## config.mk

```make
export PLATFORM = sky130hd
export DESIGN_NAME = step_pulse_gen
export DESIGN_NICKNAME = d
export VERILOG_FILES = /design/src/rtl/proj_pkg.sv /design/src/rtl/sync_chain.sv /design/src/rtl/step_pulse_gen.sv
export SDC_FILE = /design/constraint.sdc
export NUM_CORES = 1
export LEC_CHECK = 0
export CAP_MARGIN = 20
export CORE_AREA = 2 2 93 95
export DETAILED_ROUTE_END_ITERATION = 12
export DIE_AREA = 0 0 95 97
export PLACE_DENSITY = 0.47
export SETUP_SLACK_MARGIN = 0.4
export SKIP_LAST_GASP = 1
export SLEW_MARGIN = 5
export SYNTH_ARGS = -nofsm -noshare
export SYNTH_HDL_FRONTEND = slang
export SYNTH_SLANG_ARGS = --single-unit
```

## constraint.sdc

```tcl
create_clock -name CLK -period 2.63 [get_ports CLK]
set_clock_uncertainty 0.05 [all_clocks]
set_input_delay 0.3945 -clock CLK [delete_from_list [all_inputs] [get_ports CLK]]
set_output_delay 0.3945 -clock CLK [all_outputs]
set_load 0.01 [all_outputs]
```

## src/rtl/proj_pkg.sv

```systemverilog
`default_nettype none
// ============================================================================
// Package     : proj_pkg
// Description : Shared FSM state type, timing constants and a sizing helper
//               for the single-step push-button conditioner.
// Revision    : 1.0 - initial release
// ============================================================================
package proj_pkg;

  // Button conditioner states
  typedef enum logic [2:0] {
    IDLE       = 3'd0,
    PRESS_DB   = 3'd1,
    HELD       = 3'd2,
    REPEAT     = 3'd3,
    RELEASE_DB = 3'd4
  } st_e;

  // Default timings at 50 MHz
  localparam int unsigned DEBOUNCE_10MS = 32'd500000;
  localparam int unsigned REPEAT_500MS  = 32'd25000000;
  localparam int unsigned REPEAT_100MS  = 32'd5000000;

  // Largest of three values, used to size the shared counter
  function automatic int unsigned max3(input int unsigned a,
                                       input int unsigned b,
                                       input int unsigned c);
    int unsigned m;
    m = a;
    if (b > m) m = b;
    if (c > m) m = c;
    return m;
  endfunction

endpackage
`default_nettype wire

```

## src/rtl/sync_chain.sv

```systemverilog
`default_nettype none
// ============================================================================
// Module      : sync_chain
// Description : STAGES-deep flop synchroniser for a single asynchronous bit,
//               cleared asynchronously by an active-low reset.
// Revision    : 1.0 - initial release
// ============================================================================
module sync_chain #(
  parameter int STAGES = 2
) (
  input  logic clk_i,
  input  logic rst_ni,
  input  logic d_i,
  output logic q_o
);

  logic [STAGES-1:0] sync_q;

  // Shift the raw input through the chain; the last stage is the safe copy
  always_ff @(posedge clk_i or negedge rst_ni) begin
    if (!rst_ni) sync_q <= '0;
    else         sync_q <= {sync_q[STAGES-2:0], d_i};
  end

  assign q_o = sync_q[STAGES-1];

endmodule
`default_nettype wire

```

## src/rtl/step_pulse_gen.sv

```systemverilog
`default_nettype none
// ============================================================================
// Module      : step_pulse_gen
// Description : Turns the raw single-step button into one-cycle step pulses:
//               synchronise, debounce press and release, emit one pulse per
//               press, optional auto-repeat while held, wrapping pulse count.
// Revision    : 1.0 - initial release
// ============================================================================
module step_pulse_gen
  import proj_pkg::*;
#(
  parameter int unsigned SYNC_STAGES     = 2,
  parameter int unsigned DEBOUNCE_CYCLES = DEBOUNCE_10MS,
  parameter int unsigned REPEAT_DELAY    = REPEAT_500MS,
  parameter int unsigned REPEAT_PERIOD   = REPEAT_100MS,
  parameter bit          REPEAT_EN       = 1'b1
) (
  input  logic       CLK,
  input  logic       Reset,
  input  logic       BI,
  output logic       OUT,
  output logic       Pressed,
  output logic [7:0] PressCount
);

  localparam int unsigned CW = $clog2(max3(DEBOUNCE_CYCLES, REPEAT_DELAY, REPEAT_PERIOD)) + 1;
  localparam int unsigned FW = $clog2(SYNC_STAGES + 1);

  localparam logic [CW-1:0] DB_LAST  = CW'(DEBOUNCE_CYCLES - 1);
  localparam logic [CW-1:0] RD_LAST  = CW'(REPEAT_DELAY - 1);
  localparam logic [CW-1:0] RP_LAST  = CW'(REPEAT_PERIOD - 1);
  localparam logic [CW-1:0] CNT_MAX  = '1;
  localparam logic [FW-1:0] FLUSHED  = FW'(SYNC_STAGES);

  logic          s;
  st_e           st_q, st_d;
  logic [CW-1:0] cnt_q, cnt_d;
  logic          pulse_d;
  logic          out_q;
  logic [7:0]    count_q;
  logic [FW-1:0] flush_q, flush_d;
  logic          armed_q, armed_d;

  sync_chain #(
    .STAGES (SYNC_STAGES)
  ) u_sync (
    .clk_i  (CLK),
    .rst_ni (Reset),
    .d_i    (BI),
    .q_o    (s)
  );

  // After reset the synchroniser holds stale zeros for SYNC_STAGES cycles.
  // Presses are only accepted once a genuinely released button has been
  // seen, so a button held through reset never steps.
  always_comb begin
    flush_d = (flush_q == FLUSHED) ? flush_q : flush_q + FW'(1);
    armed_d = armed_q | ((flush_q == FLUSHED) && !s);
  end

  // Next-state, counter and pulse decode
  always_comb begin
    st_d    = st_q;
    cnt_d   = cnt_q;
    pulse_d = 1'b0;
    case (st_q)
      IDLE: begin
        cnt_d = '0;
        if (s && armed_q) st_d = PRESS_DB;
      end
      PRESS_DB: begin
        if (!s) begin
          st_d  = IDLE;
          cnt_d = '0;
        end else if (cnt_q == DB_LAST) begin
          st_d    = HELD;
          cnt_d   = '0;
          pulse_d = 1'b1;
        end else begin
          cnt_d = cnt_q + CW'(1);
        end
      end
      HELD: begin
        if (!s) begin
          st_d  = RELEASE_DB;
          cnt_d = '0;
        end else if (REPEAT_EN && (cnt_q == RD_LAST)) begin
          st_d    = REPEAT;
          cnt_d   = '0;
          pulse_d = 1'b1;
        end else if (cnt_q != CNT_MAX) begin
          cnt_d = cnt_q + CW'(1);
        end
      end
      REPEAT: begin
        if (!s) begin
          st_d  = RELEASE_DB;
          cnt_d = '0;
        end else if (cnt_q == RP_LAST) begin
          cnt_d   = '0;
          pulse_d = 1'b1;
        end else begin
          cnt_d = cnt_q + CW'(1);
        end
      end
      RELEASE_DB: begin
        // A bounce back high returns to HELD without stepping again
        if (s) begin
          st_d  = HELD;
          cnt_d = '0;
        end else if (cnt_q == DB_LAST) begin
          st_d  = IDLE;
          cnt_d = '0;
        end else begin
          cnt_d = cnt_q + CW'(1);
        end
      end
      default: begin
        st_d  = IDLE;
        cnt_d = '0;
      end
    endcase
  end

  // State, counters, registered pulse and press counter
  always_ff @(posedge CLK or negedge Reset) begin
    if (!Reset) begin
      st_q    <= IDLE;
      cnt_q   <= '0;
      out_q   <= 1'b0;
      count_q <= 8'd0;
      flush_q <= '0;
      armed_q <= 1'b0;
    end else begin
      st_q    <= st_d;
      cnt_q   <= cnt_d;
      out_q   <= pulse_d;
      flush_q <= flush_d;
      armed_q <= armed_d;
      if (pulse_d) count_q <= count_q + 8'd1;
    end
  end

  assign OUT        = out_q;
  assign Pressed    = (st_q == HELD) || (st_q == REPEAT) || (st_q == RELEASE_DB);
  assign PressCount = count_q;

endmodule
`default_nettype wire

```

# Word level (Yosys, flattened, before mapping)
# Index checks and enable logic that the tools add are counted.
# op_classes
reduce_logical	7
div	0
multipliers	0
muxes	25
eq_ne	15
n_shift	0
add_sub_neg	3
n_bitwise	1
magnitude_cmp	0
# ops
operator	n
$mux W26	8
$pmux W26 S4	1
$add A26 B1 Y26 const B	1
$eq A26 B19 Y1 const B	1
$eq A26 B23 Y1 const B	1
$eq A26 B25 Y1 const B	1
$ne A26 B26 Y1 const B	1
$mux W3	8
$pmux W3 S5	1
$add A8 B1 Y8 const B	1
$eq A3 B2 Y1 const B	2
$mux W1	6
$ne A3 B3 Y1 const B	2
$reduce_and A5 Y1	1
$ne A2 B2 Y1 const B	2
$ne A4 B4 Y1 const B	1
$eq A3 B1 Y1 const B	1
$eq A3 B3 Y1 const B	1
$logic_not A3 Y1	1
$ne A3 B2 Y1 const B	1
$pmux W1 S3	1
$add A2 B1 Y2 const B	1
$eq A2 B2 Y1 const B	1
$logic_and A1 B1 Y1	2
3 further kinds	4
# totals
word_cells	58
rom_bits	0
output_inout_bits	10
reg_bits	43
memories	0
latch_bits	0
ramBits	0
input_bits	3

# Logic depth before layout (Yosys ltp)
# Gate-level depths: netlist of run 1.
# logic_depth
word_depth	5
mapped_depth	8
ltp_nobuf	7

# Cells and area by module
# From an unflattened synthesis of run 1, not the netlist that was laid out.
# hier_totals
hier_cells	240
hier_area_um2	2302.2
# modules_own_cells
module	cells_per_inst	instances	area_each_um2	seq_area_each_um2
step_pulse_gen	238	1	2252.2	1026.0
sync_chain	2	1	50.0	50.0

# Worst setup path before layout of run 1
# No wires, ideal clock.
# synth_timing
kind	reg2reg
from	reg cnt_q[10]
to	reg count_q[1] (netlist: PressCount[1])
slack_ns	0.414
path_stages_with_launch	7
required_ns	2.455
arrival_time_ns	2.041
cell_sequence	dfrtp_1 or4_4 nor4_4 nand3_4 o21ai_4 o21a_2 mux2_4
# synth_between
elab_chain_cells	4
# synth_rtl
element	line	text
start: declaration	step_pulse_gen.sv:37	logic [CW-1:0] cnt_q, cnt_d;
start signal: assignment	step_pulse_gen.sv:136	cnt_q <= cnt_d;
$eq A26 B23 Y1 (tied with other cells)	step_pulse_gen.sv:99	end else if (cnt_q == RP_LAST) begin
$mux W1, on equally long branches	step_pulse_gen.sv:99, step_pulse_gen.sv:75, step_pulse_gen.sv:87	
$mux W1, on equally long branches	step_pulse_gen.sv:96, step_pulse_gen.sv:72, step_pulse_gen.sv:84	
$pmux W1 S3 (*)	step_pulse_gen.sv:66	case (st_q)
end signal: assignment	step_pulse_gen.sv:140	if (pulse_d) count_q <= count_q + 8'd1;
end: declaration	step_pulse_gen.sv:40	logic [7:0] count_q;
# Every way passes the cells marked *; elsewhere a longest branch is shown, timed or not.
# A chain may end at the register's enable or synchronous reset.

# Final worst setup path of run 1
# layout_timing
from	reg cnt_q[20]
to	reg count_q[1] (netlist: PressCount[1])
# Same word-level chain as after synthesis.

==> results of run 1 <==
-- metrics by stage --
step	cells	total power, mW
after floorplan	243	0.7174
after detailed placement	368	0.7441
after global routing	381	1.338
final	381	1.271
after CTS	380	1.297
after global placement	368	0.7445
-- flip-flops by register name (all words and copies together) (netlist names) --
register	count
OUT	1
PressCount	8
armed_q	1
cnt_q	26
flush_q	2
st_q	3
u_sync.sync_q	2
-- routing by layer --
metal / part of all wire [%] / vias to the layer above / global-route usage, %
li1: - / 944 / -
met4: 1.3 / 0 / 4.571
met5: 0 / - / 0
met1: 48 / 906 / 17.64
met2: 48 / 34 / 20.08
met3: 2.5 / 4 / 2.882
-- what timing repair did --
item                       CTS  global route
gates resized for setup      5            16
buffers inserted             4             1
setup endpoints to repair   27            33
pin swaps                    4             6
-- cell type report --
cell class                      count  area [um^2]
Clock buffer                        6        82.58
Clock inverter                      2        35.03
Fill cell                         802         5136
Inverter                            6        22.52
Multi-Input combinational cell    186         1356
Sequential cell                    43         1077
Tap cell                          105        131.4
Timing Repair Buffer               33        292.8
-- worst max-delay path: cells and delay by family (launching register included) --
family	cells	cell delay [ns]
compound gates	2	0.32
flops	1	0.43
mux	1	0.29
simple gates	3	1.00
-- cell usage in the layout (no fill, tap or decap), types with 3 or more instances in the layout --
cell / count
nand2_1: 15
nor2_1: 24
dfrtp_1: 42
nand2b_1: 4
o21ai_0: 8
nor2b_1: 3
nor4_4: 3
nand4_1: 13
and3_1: 8
a21oi_1: 7
clkdlybuf4s50_1: 11
o21ai_1: 5
xnor2_1: 10
clkbuf_8: 6
nor2_2: 3
nand3_1: 14
a31oi_1: 3
inv_1: 6
buf_4: 18
xor2_1: 17
-- power groups by stage --
stage	logic, mW	registers [mW]	clock network, mW
floorplan	0.0349	0.683	0
global placement	0.0568	0.688	0
detailed placement	0.0564	0.688	0
CTS	0.0647	0.674	0.559
global route	0.0735	0.675	0.589
finish	0.0654	0.674	0.532
-- cells by family after synthesis --
kind of cell / share of synthesized area (%)
simple gates: 28.08
compound gates: 12.13
flops: 44.56
fa+ha+maj: 1.555
xor+xnor: 9.792
buf+inv: 2.849
mux: 1.036
-- worst min-delay path by stage --
| stage | startpoint | endpoint | depth (start not counted) |
|---|---|---|---|
| 2_1_floorplan | Reset | OUT | 0 |
| 3_3_place_gp | u_sync.sync_q[0] | u_sync.sync_q[1] | 0 |
| 3_5_place_dp | u_sync.sync_q[0] | u_sync.sync_q[1] | 0 |
| 4_1_cts | Reset | flush_q[0] | 2 |
| 5_1_grt | Reset | st_q[2] | 2 |
| 6_report | Reset | st_q[2] | 2 |
==> flow_summary.json, run 1 <==
{
  "status": "completed",
  "powerDensity_nw_per_um2": 423.9,
  "p_switching_mw": 0.2706,
  "cts_made_buffers": 5,
  "relSlewSlack_pct": 62.86,
  "critPathKind": "flip-flop to flip-flop",
  "cts_root_buf": "clkbuf_8",
  "die_h_um": 97,
  "reg2reg_to": "PressCount[1]",
  "setup_tns_ns": 0,
  "first_global_vias": 1905,
  "drc_errors": 0,
  "initialDrtViolationCount": 81,
  "grt_pass1_wl_mm": 9.494,
  "tightest_slew_ns": 0.5560,
  "drtPass1Iterations": 4,
  "synth_most_common_cell": "dfrtp_1",
  "max-vdd-ir-drop_mv": 0.1952,
  "maxCapViolations": 0,
  "synth_warnings": 0,
  "crit_required_ns": 2.76,
  "hold_path.class": "primary input to asynchronous set/reset pin",
  "synth_top_cells_by_area": "dfrtp_1 (45%), xor2_1 (6.2%), nor2_1 (4.0%)",
  "clockBufferDepth": 2,
  "avgViaCountPerCell": 4.955,
  "nets": 281,
  "dpl_cell_area_um2": 2735,
  "ios": 13,
  "coreArea_um2": 8134,
  "rsz0062_at_grt": "yes",
  "ys_async_sr_fraction_pct": 100.0,
  "syn-instance-count": 243,
  "routed_wirelength_mm": 5.486,
  "critical-path-max-stage-delay_ns": 0.59,
  "post-route-period-util_pct": 83.41,
  "synth_nets": 249,
  "hold_viol": 0,
  "drive_gt1_share_pct": 21.38,
  "synth_top_area_share_pct": 44.56,
  "max_freq_ghz": 0.4559,
  "syn_area_um2": 2415,
  "yosysSeqAreaShare_pct": 44.56,
  "htreeDepth": 2,
  "antenna_found_initial": 0,
  "setup_viol": 0,
  "pwr-share-comb_pct": 5.1,
  "cts_tree": "built",
  "numClockSinks": 43,
  "finalCriticalPeriod_ns": 2.194,
  "dieArea_um2": 9215,
  "fp.dieW_um": 95,
  "endpoint": "PressCount[1]",
  "dp_hpwl_mm": 3.887,
  "path_clk_slew_ns": 0.09,
  "ctsHoldBuffers": 0,
  "critPathLaunch": "cnt_q[20]",
  "critical_path.startpoint_type": "flip-flop",
  "p_sw_share_pct": 21.29,
  "ant_nets": 0,
  "intPower_mw": 1.000,
  "p_seq_share_pct": 53.0,
  "cp-end-kind": "flip-flop",
  "grt_max_degree": 44,
  "clockPowerShare_pct": 41.8,
  "hold-worst-slack_ns": 0.1136,
  "wl_per_cell_um": 14.40,
  "reg2reg_slack_ns": 0.44,
  "dpl_worst_slack_ns": 0.06895,
  "r2r_cells": 6,
  "grt_overflow": 0,
  "start_util_pct": 29.69,
  "final_max_slew_viol_count": 0,
  "syn_avg_cell_area_um2": 9.938,
  "syn2layout_area_growth_pct": 24.15,
  "gp_congestion": 0.8255,
  "layout_setup_ws_ns": 0.4364,
  "synth_top_cell_by_area": "dfrtp_1",
  "critical_path_arrival_ns": 2.33,
  "ys_seq_elements": 43,
  "final_core_util_pct": 36.86,
  "num_antenna_cells": 0,
  "design_area_um2": 2998,
  "cp_max_fo": 4,
  "p_leak_nw": 1.178,
  "synth.distinct_cells": 54,
  "port_buffers": 12,
  "synthFlopType": "dfrtp_1",
  "synthTopCellsByCount": "dfrtp_1 (43), nor2_1 (26), xor2_1 (17)",
  "synth_edf_count": 0,
  "vias": 1888,
  "placementRows": 33,
  "crit_path_top_delay_cell": "or4b_4",
  "cp_cell_sequence": "or4b_4 > nor3_4 > nand4_1 > o21ai_4 > o21a_2 > mux2_4",
  "gr-usage-all-layers_pct": 12.95,
  "r2r-start": "cnt_q[20]",
  "clk_latency_ns": 0.29
}
Note: power is estimated with default switching activity, not from simulation.
==> run 2, diff against run 1 <==
PLACE_DENSITY = 0.49   (was 0.47)
clock period = 2 ns   (was 2.63 ns; I/O delays follow)
==> flow_summary.json, run 2 (same netlist as run 1, synthesis figures left out) <==
{
  "placementRows": 33,
  "cp_cell_sequence": "or4_4 > nor3_4 > buf_4 > nand4_1 > o21ai_4 > o21a_2 > mux2_4",
  "wl_per_cell_um": 14.36,
  "drtPass1Iterations": 4,
  "ctsHoldBuffers": 0,
  "relSlewSlack_pct": 61.67,
  "max-vdd-ir-drop_mv": 0.2629,
  "hold-worst-slack_ns": -0.001246,
  "coreArea_um2": 8134,
  "maxCapViolations": 0,
  "rsz0062_at_grt": "yes",
  "powerDensity_nw_per_um2": 485.4,
  "grt_max_degree": 44,
  "setup_tns_ns": -3.071,
  "grt_overflow": 0,
  "tightest_slew_ns": 0.5749,
  "drc_errors": 0,
  "regMostFlops": "cnt_q",
  "max_freq_ghz": 0.4636,
  "antenna_found_initial": 0,
  "violations": "negative hold slack, negative setup slack",
  "cp_max_fo": 4,
  "hold_path.class": "primary input to asynchronous set/reset pin",
  "final_common_cell": "buf_4",
  "numClockSinks": 43,
  "num_antenna_cells": 0,
  "vias": 2109,
  "cts_root_buf": "clkbuf_8",
  "crit_required_ns": 2.15,
  "hold_viol": 2,
  "dpl_worst_slack_ns": -0.1744,
  "dpl.cell_count": 408,
  "drive_gt1_share_pct": 36.20,
  "post-route-period-util_pct": 107.8,
  "start_util_pct": 29.69,
  "critical-path-max-stage-delay_ns": 0.59,
  "status": "finished, violations left",
  "htreeDepth": 2,
  "critical_path_arrival_ns": 2.30,
  "fp.dieW_um": 95,
  "reg2reg_slack_ns": -0.16,
  "crit_path_top_delay_cell": "or4_4",
  "nets": 332,
  "path_clk_slew_ns": 0.09,
  "grt_pass1_wl_mm": 10.59,
  "gr-usage-all-layers_pct": 14.49,
  "gp_congestion": 0.7829,
  "most-common-layout-cells": "buf_4 (65), dfrtp_1 (42), nor2_1 (22), xor2_1 (17), nand3_1 (15)",
  "largest_reg_flops": 26,
  "p_leak_nw": 1.493,
  "final_max_slew_viol_count": 0,
  "finalCriticalPeriod_ns": 2.157,
  "syn2layout_area_growth_pct": 42.59,
  "die_h_um": 97,
  "dieArea_um2": 9215,
  "routed_wirelength_mm": 6.188,
  "port_buffers": 12,
  "initialDrtViolationCount": 103,
  "avgViaCountPerCell": 4.893,
  "ios": 13,
  "critPathKind": "flip-flop to flip-flop",
  "first_global_vias": 2150,
  "cts_made_buffers": 5,
  "cts_tree": "built",
  "total_power_mw": 1.671,
  "layout_setup_ws_ns": -0.1570,
  "clk_latency_ns": 0.30,
  "setup_viol": 29,
  "instances_no_fill": 431,
  "dp_hpwl_mm": 4.359,
  "clockBufferDepth": 2,
  "ant_nets": 0,
  "cp-end-kind": "flip-flop",
  "critical_path.startpoint_type": "flip-flop"
}
run 2: cell types whose count changed in the layout (fill, tap and decap cells not counted), sizes merged:
cell	delta
buf	+52
clkdlybuf4s50	-5
dlymetal6s2s	+2
dlygate4sd2	+2
clkinv	-1
run 2: layout make-up:
class	instances	area [um^2]
Clock inverter	1	30.03
Timing Repair Buffer	84	688.2
Clock buffer	6	72.57
Multi-Input combinational cell	186	1421
Tap cell	105	131.4
Fill cell	785	4691
Inverter	6	22.52
Sequential cell	43	1077
run 2: through the flow:
| stage | util [%] | instance area, um^2 |
|---|---|---|
| floorplan | - | 2422 |
| global placement | 37.56 | 3055 |
| detailed placement | 37.56 | 3055 |
| CTS | 40.84 | 3322 |
| global route | 42.33 | 3443 |
| finish | 42.33 | 3443 |
run 2: worst max-delay path, delay by kind of cell (launching register included):
| family | cells | cell delay, ns |
|---|---|---|
| AND/OR/NAND/NOR | 3 | 0.91 |
| flip-flops | 1 | 0.41 |
| multiplexers | 1 | 0.29 |
| AO/OA/AOI/OAI | 2 | 0.27 |
| buffers and inverters | 1 | 0.12 |
run 2: worst paths after layout:
path	start	endpoint	cells after the start
max	cnt_q[6]	PressCount[1]	7
min in group CLK	u_sync.sync_q[0]	u_sync.sync_q[1]	0
min reg2reg	u_sync.sync_q[0]	u_sync.sync_q[1]	0
min	Reset	flush_q[1]	2
max reg2reg	cnt_q[6]	PressCount[1]	7
max in group asynchronous	Reset	cnt_q[5]	2
run 2: routing by layer:
metal	global-route usage (%)	up-vias	part of all wire, %
li1	-	1043	-
met1	19.83	1026	47
met2	22.97	31	49
met3	2.804	9	2.8
met4	4.459	0	1.5
met5	0	-	0
run 2: what timing repair did:
| action | CTS | global route |
|---|---|---|
| setup buffers | 11 | 5 |
| pin swaps | 6 | 7 |
| setup endpoints to repair | 45 | 42 |
| gates resized for setup | 26 | 19 |
run 2: where the power goes:
group / leakage (nW) / switching [mW] / internal [mW]
sequential: 0.582 / 0.00526 / 0.876
combinational: 0.860 / 0.0607 / 0.0467
clock: 0.0513 / 0.316 / 0.367
==> run 3, diff against run 2 <==
PLACE_DENSITY = 0.47   (was 0.49)
clock period = 2.35 ns   (was 2 ns; I/O delays follow)
==> flow_summary.json, run 3 (same netlist as run 1, synthesis figures left out) <==
{
  "clockBufferDepth": 2,
  "relSlewSlack_pct": 62.05,
  "initialDrtViolationCount": 116,
  "routed_wirelength_mm": 6.412,
  "grt_pass1_wl_mm": 10.41,
  "cts_tree": "built",
  "num_antenna_cells": 0,
  "hold_viol": 0,
  "first_global_vias": 2007,
  "start_util_pct": 29.69,
  "most-common-layout-cells": "dfrtp_1 (40), buf_4 (33), nand2_1 (15), nand3_1 (14), xor2_1 (14)",
  "coreArea_um2": 8134,
  "gr-usage-all-layers_pct": 14.36,
  "max_freq_ghz": 0.4586,
  "port_buffers": 12,
  "multiInputGateArea_um2": 1478,
  "vias": 2027,
  "syn2layout_area_growth_pct": 35.18,
  "rsz0062_at_grt": "yes",
  "dieArea_um2": 9215,
  "critical_path_arrival_ns": 2.33,
  "grt_max_degree": 44,
  "critPathKind": "flip-flop to flip-flop",
  "crit_buf_inv": 2,
  "regMostFlops": "cnt_q",
  "p_leak_nw": 1.278,
  "total_power_mw": 1.354,
  "critical-path-max-stage-delay_ns": 0.61,
  "dpl_worst_slack_ns": 0.1461,
  "finalCriticalPeriod_ns": 2.180,
  "cts_made_buffers": 5,
  "setup_viol": 0,
  "clk_latency_ns": 0.30,
  "powerDensity_nw_per_um2": 414.8,
  "fillers": 810,
  "layout_setup_ws_ns": 0.1696,
  "hold_path.class": "primary input to asynchronous set/reset pin",
  "gp_congestion": 0.7735,
  "crit_required_ns": 2.50,
  "largest_reg_flops": 26,
  "dp_hpwl_mm": 4.239,
  "critical_path.startpoint_type": "flip-flop",
  "cp-end-kind": "flip-flop",
  "setup_tns_ns": 0,
  "cts_root_buf": "clkbuf_8",
  "drive_gt1_share_pct": 32.19,
  "avgViaCountPerCell": 5.106,
  "nets": 298,
  "crit_path_top_delay_cell": "or4_4",
  "crit_family": "simple AND/OR/NAND/NOR gates",
  "numClockSinks": 43,
  "cp_cell_sequence": "or4_4 > nor3_4 > a311oi_4 > a41oi_4 > buf_12 > clkbuf_16 > nor2_2",
  "ios": 13,
  "max-vdd-ir-drop_mv": 0.1440,
  "tightest_slew_ns": 0.5693,
  "wl_per_cell_um": 16.15,
  "drtPass1Iterations": 5,
  "cp_max_fo": 6,
  "regArea_um2": 1080,
  "htreeDepth": 2,
  "ant_nets": 0,
  "drc_errors": 0,
  "fp.dieW_um": 95,
  "antenna_found_initial": 0,
  "die_h_um": 97,
  "status": "completed",
  "placementRows": 33,
  "path_clk_slew_ns": 0.08,
  "grt_overflow": 0,
  "final_max_slew_viol_count": 0,
  "maxCapViolations": 0,
  "post-route-period-util_pct": 92.78,
  "final_common_cell": "dfrtp_1"
}
## run 3: stage by stage
step	instances	utilization, %	instance area (um^2)	hold WS [ns]
after floorplan	243	-	2422	0.006909
after global placement	381	35.07	2853	0.3015
after detailed placement	381	35.07	2853	0.3004
after CTS	393	37.53	3053	0.09800
after global routing	397	40.13	3264	0.1385
final	397	40.13	3264	0.06345
## run 3: timing repair
item,4_1_cts,5_1_grt
resized for setup,13,36
endpoints found under the setup margin,35,37
setup buffers,4,3
pin swaps,3,10
hold buffers,0,0
gates cloned,1,1
## run 3: worst paths after layout
kind	cells past startpoint	endpoint	startpoint	slack [ns]
worst max register to register	7	cnt_q[16]	cnt_q[6]	0.17
worst min-delay path	2	flush_q[0]	Reset	0.06
worst min register to register	0	u_sync.sync_q[1]	u_sync.sync_q[0]	0.31
min in group CLK	0	u_sync.sync_q[1]	u_sync.sync_q[0]	0.31
max in group asynchronous	2	cnt_q[21]	Reset	1.77
worst max-delay path	7	cnt_q[16]	cnt_q[6]	0.17
## run 3: cell type report
cell class                 instances  share of cell area (%)
clock buffer                       6                   2.530
clock inverter                     1                  0.1533
multi-input combinational        186                   45.27
timing repair buffer              50                   14.26
inverter                           6                  0.6899
tap                              105                   4.025
sequential                        43                   33.08
## run 3: metal layers
metal	GRT usage, %	share of wire [%]
met5	0	0
met4	4.459	1.4
met3	2.570	3.3
met2	21.99	48
met1	20.47	47
## run 3: power breakdown
group	leakage [nW]	internal, mW	switching [mW]
clock network	0.0470	0.231	0.263
logic	0.652	0.0476	0.0586
registers	0.579	0.745	0.00885
total	1.28	1.02	0.331
